$ cat src/rtl/write_back_arbiter.sv
// Write-back arbiter: shares one register-file write port between ALU
// results and memory loads, with a 2-entry ALU holding FIFO.
//
// Ports:
//   clk, reset            rising-edge clock, async active-high reset
//   aluValid/Dest/Result  ALU write request; aluReady = accepted
//   memValid/Dest/Data    load write request; memReady = accepted
//   regWrite/regDest/writeData  registered register-file write
//   writeBackControl      source of current write (00 none/01 mem/10 ALU)
//   pendingCount          ALU entries waiting in the FIFO (0..2)
module write_back_arbiter #(
    parameter int STARVE_LIMIT = 3
) (
    input  logic        clk,
    input  logic        reset,
    input  logic        aluValid,
    input  logic [4:0]  aluDest,
    input  logic [31:0] aluResult,
    output logic        aluReady,
    input  logic        memValid,
    input  logic [4:0]  memDest,
    input  logic [31:0] memData,
    output logic        memReady,
    output logic        regWrite,
    output logic [4:0]  regDest,
    output logic [31:0] writeData,
    output logic [1:0]  writeBackControl,
    output logic [1:0]  pendingCount
);

    localparam int SW =
        (STARVE_LIMIT < 1) ? 1 : $clog2(STARVE_LIMIT + 1);
    localparam logic [SW-1:0] LIMIT = SW'(STARVE_LIMIT);

    logic [36:0]   fifoMem0;
    logic [36:0]   fifoMem1;
    logic          rdPtr;
    logic          wrPtr;
    logic [1:0]    count;
    logic [SW-1:0] streak;

    logic          fifoEmpty;
    logic          starve;
    logic [36:0]   head;
    logic          grantHead;
    logic          grantMem;
    logic          grantAlu;
    logic          push;
    logic          pop;
    logic [4:0]    selDest;
    logic [31:0]   selData;
    logic [1:0]    selCtrl;

    assign fifoEmpty    = (count == 2'd0);
    assign head         = rdPtr ? fifoMem1 : fifoMem0;
    assign starve       = (streak == LIMIT) && !fifoEmpty;

    assign aluReady     = (count != 2'd2);
    assign memReady     = !starve;
    assign pendingCount = count;

    // Override beats memory; memory beats queued ALU; bypass last.
    assign grantHead = starve || (!memValid && !fifoEmpty);
    assign grantMem  = !starve && memValid;
    assign grantAlu  = !starve && !memValid && fifoEmpty && aluValid;

    // Accepted but not bypassed ALU requests are queued.
    assign push = aluValid && aluReady && !grantAlu;
    assign pop  = grantHead;

    always_comb begin
        selDest = 5'd0;
        selData = 32'd0;
        selCtrl = 2'b00;
        unique case (1'b1)
            grantHead: begin
                selDest = head[36:32];
                selData = head[31:0];
                selCtrl = 2'b10;
            end
            grantMem: begin
                selDest = memDest;
                selData = memData;
                selCtrl = 2'b01;
            end
            grantAlu: begin
                selDest = aluDest;
                selData = aluResult;
                selCtrl = 2'b10;
            end
            default: ;
        endcase
    end

    always_ff @(posedge clk or posedge reset) begin
        if (reset) begin
            fifoMem0         <= '0;
            fifoMem1         <= '0;
            rdPtr            <= 1'b0;
            wrPtr            <= 1'b0;
            count            <= 2'd0;
            streak           <= '0;
            regWrite         <= 1'b0;
            regDest          <= 5'd0;
            writeData        <= 32'd0;
            writeBackControl <= 2'b00;
        end else begin
            if (push) begin
                if (wrPtr) fifoMem1 <= {aluDest, aluResult};
                else       fifoMem0 <= {aluDest, aluResult};
                wrPtr <= ~wrPtr;
            end
            if (pop) rdPtr <= ~rdPtr;

            case ({push, pop})
                2'b10:   count <= count + 2'd1;
                2'b01:   count <= count - 2'd1;
                default: count <= count;
            endcase

            if (fifoEmpty || grantHead)
                streak <= '0;
            else if (grantMem && streak != LIMIT)
                streak <= streak + SW'(1);

            // Writes to x0 still use the slot but never reach the file.
            regWrite         <= (selCtrl != 2'b00) && (selDest != 5'd0);
            regDest          <= selDest;
            writeData        <= selData;
            writeBackControl <= selCtrl;
        end
    end

endmodule

$ cat config.mk
export PLATFORM = sky130hd
export DESIGN_NAME = write_back_arbiter
export DESIGN_NICKNAME = d
export VERILOG_FILES = /design/src/rtl/write_back_arbiter.sv
export SDC_FILE = /design/constraint.sdc
export NUM_CORES = 1
export LEC_CHECK = 0
export CAP_MARGIN = 0
export CORE_MARGIN = 3
export CORE_UTILIZATION = 45
export CTS_CLUSTER_SIZE = 16
export DETAILED_ROUTE_END_ITERATION = 16
export PLACE_DENSITY = 0.84
export SLEW_MARGIN = 20
export SYNTH_ARGS = -nofsm -noshare
export SYNTH_HDL_FRONTEND = slang
export SYNTH_SLANG_ARGS = --single-unit
$ cat constraint.sdc
create_clock -name clk -period 4.2 [get_ports clk]
set_input_delay 1.05 -clock clk [delete_from_list [all_inputs] [get_ports clk]]
set_output_delay 1.05 -clock clk [all_outputs]
set_load 0.01 [all_outputs]
==> flow_summary_export.csv <==
group,metric,value,unit
synthesis,synth_edf_count,0,
placement,gp_congestion,0.7268,
die,dieArea,12740,um^2
synthesis,yosysMostFrequentCell,"dfrtp_1",
power,peakVddDrop,0.3452,mV
die,ioPinCount,122,
global_routing,grt_pass1_wl,19620,um
synthesis,syn-num-nets,441,
routing,drt_pass1_iterations,4,
sta,worstMarginPinSlew,0.8012,ns
final_layout,area_delta_synth_final,38.63,%
clocking,cts_buffers,17,
worst_hold_path,hold_path.class,"reg2reg",
synthesis,synthArstFlopShare,100.0,%
sta,layout_min_cycle_time,3.130,ns
setup_path,endpoint_kind,"register",
synthesis,synthCells,361,
clocking,clk_latency,0.41,ns
placement,pre_cts_ws,0.7184,ns
routing,antenna_left,0,
global_routing,grt_pass1_vias,3810,
synthesis,ys_seq_area_share,58.45,%
power,total_power,5.550,mW
synthesis,ys_top_cells_by_area,"dfrtp_1 (58%), mux2_2 (12%), mux2i_1 (7.2%)",
final_layout,layoutNonFillerInstCount,639,
routing,wl_per_cell,18.57,um
sta,skew,0.009696,ns
sta,slew_violations,0,
global_routing,grt_overflow,0,
sta,fmax,319.5,MHz
synthesis,avgSynthCellArea,14.23,um^2
routing,first_iter_violations,163,
placement,placed_cells,607,
clocking,clock_sinks,120,
final_layout,postLayoutCellArea,7122,um^2
die,die_x,112.9,um
synthesis,synth_seq_cells,120,
clocking,h-tree-depth,4,
routing,viasPerCell,5.491,
routing,route.detailed.drc,0,
sta,setup_viol,0,
sta,grt_setup_unrepaired,"no",
sta,slew_headroom,46.58,%
placement,dp.final_hpwl,7834,um
synthesis,yosys.cell_types.count,26,
routing,routed_wirelength,11870,um
clocking,cts_max_path_buffers,2,
setup_path,critPathLaunchType,"input pin",
sta,layout_setup_ws,1.070,ns
sta,post-route-period-util,74.52,%
synthesis,netlist_top_cells_count,"dfrtp_1 (120), mux2_2 (55), mux2i_1 (37), nor2_1 (35), a221o_1 (33)",
sta,hold_viol,0,
power,power_density,779.3,nW/um^2
global_routing,antenna_found_initial,0,
synthesis,synth_area,5137,um^2
synthesis,synth_ff_type,"dfrtp_1",
clocking,cts_tree,"yes",
final_layout,fin_nets,566,
final_layout,nFillCells,806,
outcome,status,"complete, no violations",
global_routing,grt_use_total,19.54,%
setup_path,worst-path-max-fanout,21,
global_routing,grt_max_degree,121,
synthesis,synth_top_area_share,58.45,%
power,static-leakage-power,3.151,nW
setup_path,cp.required,4.49,ns
final_layout,drive_gt1_share,24.25,%
routing,vias,3509,
setup_path,crit_arrival,3.42,ns
clocking,path_clk_slew,0.05,ns
die,rows,38,
final_layout,n_antenna_cell,0,
sta,fin_tns_setup,0,ns
clocking,ctsResizeCount,0,
setup_path,path_class,"in2reg",
clocking,cts_setup_buffers,0,
die,start_util,46.78,%
clocking,cts_root_buf,"clkbuf_16",
setup_path,rrSetupSlack,1.86,ns
synthesis,yosysWarnings,0,
die,fp.dieH,112.9,um
placement,numPortBuffers,121,
clocking,hold_buffers,0,
placement,dpl-instance-area,6487,um^2
die,coreArea,10980,um^2
synthesis,synth_top_area_cell,"dfrtp_1",
flow_run,cap_violations,0,
## metal layers
metal	share of wire, %	vias to the layer above	global-route usage [%]
li1	-	1576	-
met1	43	1812	23.70
met2	52	103	33.29
met3	4.3	18	5.722
met4	1.4	0	6.891
met5	0	-	0
## critical path, cell delays in order
cell and delay (ns):
clkdlybuf4s50_1 0.55, nor2b_2 0.22, o21ai_2 0.19, or2_2 0.57
buf_4 0.43, mux2_2 0.39
## kinds of logic (layout without fill, tap and decap cells)
family,Yosys count,count (layout),synth area share [%]
adders and majority gates,2,2,0.4870
AOI/OAI and AO/OA,40,40,7.404
and+or+nand+nor,56,56,4.871
xor gates and xnor gates,4,4,0.6821
buffers and inverters,28,166,3.288
DFF,120,120,58.45
muxes,111,111,24.82
## report_power, final
part | total [mW] | internal (mW) | switching, mW
Clock | 1.56 | 1.05 | 0.513
Sequential | 2.06 | 1.72 | 0.347
Combinational | 1.93 | 1.17 | 0.756
## final timing paths
check | end | start | depth (start not counted)
min in group asynchronous | regDest[0] | reset | 3
setup / recovery | fifoMem0[33] | memValid | 6
hold reg to reg | streak[0] | streak[0] | 1
hold / removal | streak[0] | streak[0] | 1
max in group asynchronous | writeData[3] | reset | 3
setup reg to reg | fifoMem0[33] | pendingCount[1] | 5
## sequential cells by signal, summed over array words and instances (netlist names)
signal and flops:
fifoMem0 37, fifoMem1 37, pendingCount 2, rdPtr 1, regDest 5, regWrite 1, streak 2, wrPtr 1
writeBackControl 2, writeData 32
## stage by stage
| stage | hold slack, ns | util [%] |
|---|---|---|
| CTS | 0.4539 | 64.84 |
| global route | 0.4845 | 64.84 |
| global placement | 0.4278 | 59.07 |
| detailed placement | 0.4458 | 59.07 |
| finish | 0.4540 | 64.84 |
| floorplan | 0.4160 | - |
## placed cells by master, fill, tap and decap left out, drive strengths merged
| cell type | instances |
|---|---|
| a221o | 33 |
| clkdlybuf4s50 | 121 |
| bufinv | 5 |
| nand2b | 2 |
| xnor2 | 3 |
| nand2 | 7 |
| buf | 9 |
| o22ai | 1 |
| clkbuf | 19 |
| nor4b | 2 |
| nor2b | 1 |
| dfrtp | 120 |
| clkinv | 4 |
| mux2i | 37 |
| nor2 | 35 |
| ha | 2 |
| or2 | 2 |
| nand3 | 4 |
| nor4 | 2 |
| clkinvlp | 4 |
| inv | 4 |
| o211ai | 4 |
| and2 | 1 |
| mux2 | 74 |
| o21ai | 2 |
| xor2 | 1 |
## layout make-up
type	count	area [um^2]	area share, %
inverter	4	18.77	0.2635
multi-input combinational	213	1986	27.88
clock inverter	13	201.4	2.829
sequential	120	3004	42.18
tap	140	175.2	2.460
timing repair buffer	130	1304	18.31
clock buffer	19	432.9	6.079
(Power assumes the default switching activity.)
